==> src/rtl/preescalador_pkg.sv <==
// Shared constants, helper function and per-channel state record for the tick-generator bank.
// Optional square-wave output is enabled with PREESCALADOR_TOGGLE_EN.
package preescalador_pkg;

  // State fields are sized for the widest supported counter; unused upper bits stay zero.
  localparam int N_MAX = 32;

  localparam logic [N_MAX-1:0] DIV_HALT = '0;

  function automatic int clog2(input int v);
    int r;
    r = 0;
    for (int i = 0; i < 32; i++) begin
      if ((longint'(1) << i) < longint'(v)) r = i + 1;
    end
    return r;
  endfunction

  typedef struct packed {
    logic [N_MAX-1:0] cnt;
    logic [N_MAX-1:0] act;
    logic [N_MAX-1:0] shd;
    logic             tick;
  } canal_st_t;

endpackage

==> src/rtl/preescalador_canal.sv <==
// One tick-generator channel: counter, double-buffered divisor and registered tick.
// PREESCALADOR_TOGGLE_EN adds a registered square-wave output that flips on every tick.
module preescalador_canal
  import preescalador_pkg::*;
#(
  parameter int n   = 17,
  parameter int lim = 100000
) (
  input  logic         clk_i,
  input  logic         rst_i,
  input  logic         ev_i,
  input  logic         sync_i,
  input  logic         wr_sel_i,
  input  logic [n-1:0] data_i,
  output logic         tick_o,
  output logic         pending_o
`ifdef PREESCALADOR_TOGGLE_EN
  , output logic       sq_o
`endif
);

  localparam canal_st_t ST_RST = '{
    cnt:  '0,
    act:  N_MAX'(lim),
    shd:  N_MAX'(lim),
    tick: 1'b0
  };

  canal_st_t st_q, st_d;

  always_comb begin
    st_d = st_q;
    if (wr_sel_i) st_d.shd = N_MAX'(data_i);
    // act always loads the pre-write shadow, so a same-cycle write waits one more period
    if (sync_i) begin
      st_d.cnt  = '0;
      st_d.tick = 1'b0;
    end else if (st_q.act == DIV_HALT) begin
      st_d.cnt  = '0;
      st_d.tick = 1'b0;
      if (st_q.shd != DIV_HALT) st_d.act = st_q.shd;
    end else if (ev_i && (st_q.cnt == st_q.act - N_MAX'(1))) begin
      st_d.cnt  = '0;
      st_d.tick = 1'b1;
      st_d.act  = st_q.shd;
    end else if (ev_i) begin
      st_d.cnt  = st_q.cnt + N_MAX'(1);
      st_d.tick = 1'b0;
    end else begin
      st_d.tick = 1'b0;
    end
  end

  always_ff @(posedge clk_i) begin
    if (rst_i) st_q <= ST_RST;
    else       st_q <= st_d;
  end

  assign tick_o    = st_q.tick;
  assign pending_o = (st_q.shd != st_q.act);

`ifdef PREESCALADOR_TOGGLE_EN
  logic sq_q, sq_d;

  always_comb begin
    sq_d = sq_q;
    if (sync_i)         sq_d = 1'b0;
    else if (st_d.tick) sq_d = ~sq_q;
  end

  always_ff @(posedge clk_i) begin
    if (rst_i) sq_q <= 1'b0;
    else       sq_q <= sq_d;
  end

  assign sq_o = sq_q;
`endif

endmodule

==> src/rtl/preescalador_multicanal.sv <==
// Bank of N_CH programmable tick generators with optional cascading from the channel below.
// PREESCALADOR_TOGGLE_EN adds the o_Sq square-wave outputs.
module preescalador_multicanal
  import preescalador_pkg::*;
#(
  parameter int N_CH = 4,
  parameter int n    = 17,
  parameter int lim  = 100000,
  localparam int AW  = (clog2(N_CH) < 1) ? 1 : clog2(N_CH)
) (
  input  logic            i_Clk,
  input  logic            i_Reset,
  input  logic            i_En,
  input  logic            i_Sync,
  input  logic            i_Wr,
  input  logic [AW-1:0]   i_Addr,
  input  logic [n-1:0]    i_Data,
  input  logic [N_CH-1:0] i_Casc,
  output logic [N_CH-1:0] o_Tick,
  output logic [N_CH-1:0] o_Pending
`ifdef PREESCALADOR_TOGGLE_EN
  , output logic [N_CH-1:0] o_Sq
`endif
);

  logic [N_CH-1:0] tick;
  logic [N_CH-1:0] tick_prev;
  logic [N_CH-1:0] ev;
  logic [N_CH-1:0] wr_sel;

  // Channel 0 has no lower neighbour: feeding it a constant 1 makes its cascade bit a no-op.
  if (N_CH == 1) begin : g_prev_one
    assign tick_prev = 1'b1;
  end else begin : g_prev_many
    assign tick_prev = {tick[N_CH-2:0], 1'b1};
  end

  assign ev = {N_CH{i_En}} & (~i_Casc | tick_prev);

  for (genvar k = 0; k < N_CH; k++) begin : g_ch
    assign wr_sel[k] = i_Wr && (i_Addr == AW'(k));

    preescalador_canal #(
      .n   (n),
      .lim (lim)
    ) u_canal (
      .clk_i     (i_Clk),
      .rst_i     (i_Reset),
      .ev_i      (ev[k]),
      .sync_i    (i_Sync),
      .wr_sel_i  (wr_sel[k]),
      .data_i    (i_Data),
      .tick_o    (tick[k]),
      .pending_o (o_Pending[k])
`ifdef PREESCALADOR_TOGGLE_EN
      , .sq_o    (o_Sq[k])
`endif
    );
  end

  assign o_Tick = tick;

endmodule

==> config.mk <==
export PLATFORM = sky130hd
export DESIGN_NAME = preescalador_multicanal
export DESIGN_NICKNAME = d
export VERILOG_FILES = /design/src/rtl/preescalador_pkg.sv /design/src/rtl/preescalador_canal.sv /design/src/rtl/preescalador_multicanal.sv
export SDC_FILE = /design/constraint.sdc
export NUM_CORES = 1
export LEC_CHECK = 0
export ABC_AREA = 1
export BUFFER_PORTS_ARGS = -buffer_cell sky130_fd_sc_hd__buf_2
export CELL_PAD_IN_SITES_DETAIL_PLACEMENT = 0
export CELL_PAD_IN_SITES_GLOBAL_PLACEMENT = 1
export CORE_ASPECT_RATIO = 2
export CORE_UTILIZATION = 40
export DETAILED_ROUTE_END_ITERATION = 6
export GPL_TIMING_DRIVEN = 0
export PLACE_DENSITY = 0.78
export SKIP_CTS_REPAIR_TIMING = 1
export SLEW_MARGIN = 10
export SYNTH_ARGS = -nofsm -noshare
export SYNTH_HDL_FRONTEND = slang
export SYNTH_HIERARCHICAL = 1
export SYNTH_SLANG_ARGS = --single-unit
==> constraint.sdc <==
create_clock -name i_Clk -period 2.6 [get_ports i_Clk]
set_clock_uncertainty 0.1 [all_clocks]
set_input_delay 0.26 -clock i_Clk [delete_from_list [all_inputs] [get_ports i_Clk]]
set_output_delay 0.26 -clock i_Clk [all_outputs]
set_load 0.1 [all_outputs]
-- Word level (Yosys, flattened, before mapping)
Index checks and enable logic that the tools add are counted.
- reduce and logical (&&, ||, !) cells: 33
- equal/unequal tests: 15
- add/sub/neg operators: 8
- bitwise gates (word level): 4
- muxes and demuxes: 16
- operator list (cell ; number):
    2-to-1 mux 32 bit ; 12
    adder 32 x 1 -> 32 bit, second input constant ; 4
    equality test 32 bit ; 4
    zero test 32 bit ; 4
    inequality test 17 x 32 -> 1 bit ; 4
    nonzero test 32 bit ; 4
    subtractor 32 x 1 -> 32 bit, second input constant ; 4
    OR reduction 4 bit ; 4
    AND reduction 3 bit ; 4
    OR reduction 3 bit ; 4
    logical AND 1 bit ; 8
    inequality test 2 bit, second input constant ; 4
    nonzero test 2 bit ; 4
    AND 4 bit ; 1
    equality test 2 bit, second input constant ; 2
    2-to-1 mux 1 bit ; 4
    inverter 4 bit ; 1
    bitwise OR 4 bit ; 1
    equality test 2 x 1 -> 1 bit, second input constant ; 1
    zero test 2 bit ; 1
    inverter 1 bit ; 1
- bits in registers: 328

-- Longest topological paths before layout
- word-level depth: 6
- depth in mapped cells: 20

-- Hierarchy
The synthesis kept the hierarchy.
- by module, submodules not included (module ; times used ; area an instance (sq um) ; cells each ; seq. area each (sq um)):
    preescalador_canal ; 4 ; 4126.5 ; 638 ; 1341.3
    preescalador_multicanal ; 1 ; 60.1 ; 15 ; 0.0

-- Worst setup path after synthesis
OpenSTA, ideal clock, no wires.
- path type: reg-to-reg
- from: register g_ch[0].u_canal.st_q (netlist bit g_ch[0].u_canal/tick_o)
- to: register g_ch[1].u_canal/st_q[93] in the netlist's numbering
- period minus slack after synthesis: 2.734 ns
- cell stages (with the launch flop): 13
- data arrival time: 2.556 ns
- setup time: 0.078 ns
- slack: -0.134 ns
- path through: dfxtp_1 -> inv_1 -> a21oi_1 -> nand2_1 -> nor3_1 -> nand2_1 -> nor3_1 -> nand2_1 -> inv_1 -> nand3_1 -> nor2_1 -> nor2_1 -> nor3_1
- word-level cells in the longest chain between the ends: 4
- ends and longest elaborated chain (what ; line ; RTL):
    from (decl) ; preescalador_canal.sv:29 ; canal_st_t st_q, st_d;
    from (signal assigned) ; preescalador_canal.sv:56 ; else st_q <= st_d;
    bitwise OR 4 bit (*) ; preescalador_multicanal.sv:38 ; assign ev = {N_CH{i_En}} & (~i_Casc | tick_prev);
    AND 4 bit (*) ; preescalador_multicanal.sv:38 ;
    net ev[1] ; preescalador_multicanal.sv:28 ; logic [N_CH-1:0] ev;
    logical AND 1 bit ; preescalador_canal.sv:42 ; end else if (ev_i && (st_q.cnt == st_q.act - N_MAX'(1))) begin
    OR reduction 4 bit (no line) ; n/a ;
    to (signal assigned) ; preescalador_canal.sv:56 ;
    to (decl) ; preescalador_canal.sv:29 ;
Mark *: on every way through the listed nets, which the timed path passes. The rest lies on a longest branch.
A chain may end at the register's enable or synchronous reset.

-- Final worst setup path
- from: register g_ch[1].u_canal/st_q[35] in the netlist's numbering
- to: output o_Pending[1]
- word-level cells in the longest chain between the ends: 1
- ends and longest elaborated chain (what ; line ; RTL):
    inequality test 17 x 32 -> 1 bit ; preescalador_canal.sv:60 ; assign pending_o = (st_q.shd != st_q.act);
    to (decl) ; preescalador_multicanal.sv:20 ; output logic [N_CH-1:0] o_Pending
Every way passes these cells.

==> key figures <==
Global route
  – Pin count of the biggest net entering global routing: 15
  – Initial antenna violation count: 5
  – Vias in the first global route: 16000
  – First-pass GRT wire length: 84100 um
  – Total global routing overflow: 0
  – Gr usage total: 25.4%

Placed design
  – I/O Buffers: 33
  – DPL Wire Length: 43500 um
  – Area after DPL: 17400 um^2
  – Final GP Congestion: 0.896

Power
  – Pwr Density: 466 nW/um^2
  – Pleak: 8.33 nW
  – Max IR drop VDD: 539 uV

Route
  – Drt total wl: 55600 um
  – Routed length per instance: 17.1 um
  – First drt pass iteration count: 5
  – Antenna viol nets, final: 0
  – Initial DRC Count: 862
  – DRC violations left: 0
  – Vias per Instance: 5.12
  – DR vias: 16700

Timing
  – RSZ-0062 raised after global routing: yes
  – Min Clock Period, post-route: 2.60 ns
  – Final number of hold-violating endpoints: 3
  – Worst-Margin Slew: 0.789 ns
  – Hold_ws: -0.00572 ns
  – Tcrit/Tclk final: 99.9%
  – Max Slew Vio Count: 0
  – Max-slew headroom: 46.9%
  – Max Clk Rate: 0.385 GHz
  – # setup viols final: 0

Cells and area
  – Fillers: 4425
  – Layout cells sized above 1: 14.4%
  – Final core utilization: 48.3%
  – # diodes: 0
  – Finished layout cell area: 19800 um^2
  – Layout Area Growth over Synthesis: 19.4%
  – Layout Nets: 2739

Clocking
  – Deepest clock path buffer count: 3
  – Total CTS buffers: 28
  – CTS root buf: clkbuf_16
  – Clk sinks: 268
  – Worst-skew pair later-pin latency: 0.58 ns
  – Clock transition at the registers of the reported paths: 0.06 ns
  – CTS H-Tree Depth: 1
  – CTS tree: done

Die
  – Die height: 290 um
  – Die ar.: 42300 um^2
  – Starting Density: 40.4%
  – Die Wd: 146 um
  – Rows: 105
  – IO Count: 36
  – Core area: 41000 um^2

Synthesis
  – Area leader, netlist: dfxtp_1
  – Top cell type's share of synthesized area: 32.4%
  – Netlist cell types: 35
  – Syn Nets: 2603
  – Ys flop type: dfxtp_1
  – Post-synth EDFFs: 0
  – Async SR Flop Fraction: 0%
  – Syn Inst Count: 2567
  – Register bit count reported by yosys: 268
  – Yosys warning total: 6
  – Seq/Total Area, Yosys: 32.4%
  – Area contributors post-synth: dfxtp_1 (32%), nand2_1 (15%), nor2_1 (8.0%), inv_1 (6.8%), xor2_1 (6.6%)
  – Post-synthesis area per instance: 6.45 um^2
  – Post-Syn Area: 16600 um^2

Critical path
  – Worst path max stage delay: 0.31 ns
  – R2R cell count: 19
  – Worst Path Class, Setup: reg -> out
  – Crit end category: primary output
  – Critical path arrival: 2.24 ns
  – Worst R2R End: g_ch[2].u_canal/st_q[37]
  – Worst r2r src: g_ch[2].u_canal/st_q[39]
  – Largest fanout on the critical path: 8
  – CP required: 2.24 ns
  – CP Cell Sequence: buf_6 > xnor2_1 > o221ai_1 > a2111oi_2 > nand4_1 > buf_4
  – Worst R2R Setup Slack: 0.05 ns
  – Slowest CP cell: dfxtp_1
  – Crit start category: flip-flop

Job
  – Max_cap viols: 0

Status
  – Status: finished, violations left
  – Failing checks: hold timing

Worst hold path
  – Hold_sp: i_Data[12]
  – Min-Delay Path Depth: 3
  – Hold Path Class: in -> reg
  – Hold Path Sink: g_ch[2].u_canal/st_q[13]
## layout by cell type (no fill, tap or decap), types with 8 or more instances in the layout
master / count
nand2_1: 635
nor2_1: 331
inv_1: 288
dfxtp_1: 241
nand3_1: 178
a21oi_1: 136
xor2_1: 124
nor3_1: 82
o21ai_0: 80
buf_4: 64
nand4_1: 44
clkbuf_1: 40
nor2_4: 38
buf_2: 36
xnor2_1: 35
clkbuf_16: 33
nor2_2: 27
nand2_2: 22
nand3b_1: 20
nor4_1: 19
dfxtp_2: 19
inv_2: 16
nand3_2: 15
buf_6: 14
dlygate4sd3_1: 13
o2111ai_1: 12
or2_2: 12
a31oi_1: 12
inv_4: 9
o22ai_1: 8
nand3_4: 8
o21ai_1: 8
nor3b_1: 8
dfxtp_4: 8
## through the flow
stage | std cells | TNS (ns) | hold WS [ns] | total power, mW | setup WS [ns]
2_1_floorplan | 2567 | 0 | 0.231 | 4.65 | 0.180
3_3_place_gp | 3135 | -68.72 | 0.364 | 4.86 | -0.627
3_5_place_dp | 3135 | -73.13 | 0.382 | 4.87 | -0.606
4_1_cts | 3186 | -53.89 | -0.164 | 9.27 | -0.461
5_1_grt | 3259 | -2.52 | 0.00593 | 9.55 | -0.102
6_report | 3259 | 0 | -0.00572 | 9.23 | 0.00346
## how the worst max path moves through the flow
| stage | start | depth (start not counted) | endpoint | slack (ns) |
|---|---|---|---|---|
| final | g_ch[1].u_canal/st_q[35] | 6 | o_Pending[1] | 0.003 |
| after global routing | g_ch[2].u_canal/st_q[33] | 17 | g_ch[2].u_canal/st_q[37] | -0.10 |
| after CTS | g_ch[0].u_canal/st_q[34] | 15 | g_ch[0].u_canal/st_q[94] | -0.46 |
| after detailed placement | i_En | 13 | g_ch[3].u_canal/st_q[93] | -0.61 |
| after global placement | i_En | 13 | g_ch[3].u_canal/st_q[93] | -0.63 |
| after floorplan | g_ch[0].u_canal/tick_o | 12 | g_ch[1].u_canal/st_q[93] | 0.18 |
## layer usage
layer / share of wire (%) / vias up / wire, um / global-route usage, %
met5: 0.11 / - / 62 / 0
met4: 7.0 / 10 / 3880 / 16.5
met3: 3.3 / 184 / 1860 / 3.58
met2: 55 / 371 / 30700 / 51.2
met1: 34 / 7637 / 19100 / 22.9
li1: - / 8470 / - / -
## sequential cells by signal (all words and copies together), names as in the netlist
signal,count
g_ch.u_canal/tick_o,4
g_ch.u_canal/st_q,264
## worst max-delay path: cells and delay by family (launching register included)
family                    cells  cell delay, ns
AOI/OAI and AO/OA             2            0.46
xor gates and xnor gates      1            0.27
buffers and inverters         2            0.42
DFF                           1            0.31
and+or+nand+nor               1            0.20
## Yosys cell counts, types with 36 or more instances
library cell	n
dfxtp_1	268
xnor2_1	36
a21oi_1	139
xor2_1	124
nor3_1	88
nand3_1	192
nand2_1	650
nand4_1	44
o21ai_0	80
clkbuf_1	40
nor2_1	352
inv_1	298
## report_power, final
part	internal [mW]	total [mW]	switching (mW)
sequential	4.16	4.20	0.0456
clock	2.57	4.40	1.82
combinational	0.178	0.628	0.450
total	6.91	9.23	2.32
## cell families (layout without fill, tap and decap cells)
logic type | count (synthesis) | after routing | share of synthesized area [%]
AO/OA/AOI/OAI | 271 | 271 | 8.88
XOR/XNOR | 164 | 164 | 9.00
adder cells (fa/ha/maj) | 8 | 8 | 0.604
buffers and inverters | 402 | 558 | 10.2
flip-flops | 268 | 268 | 32.4
AND/OR/NAND/NOR | 1454 | 1455 | 39.0
## final cells by class
cell class | instances | area, um^2 | share of cell area [%]
Sequential cell | 268 | 5420 | 27.4
Inverter | 318 | 1220 | 6.17
Clock inverter | 14 | 195 | 0.987
Timing Repair Buffer | 106 | 895 | 4.52
Buffer | 83 | 579 | 2.93
Multi-Input combinational cell | 1898 | 10000 | 50.5
Clock buffer | 37 | 805 | 4.07
Tap cell | 535 | 669 | 3.38
Note: power is estimated with default switching activity, not from simulation.
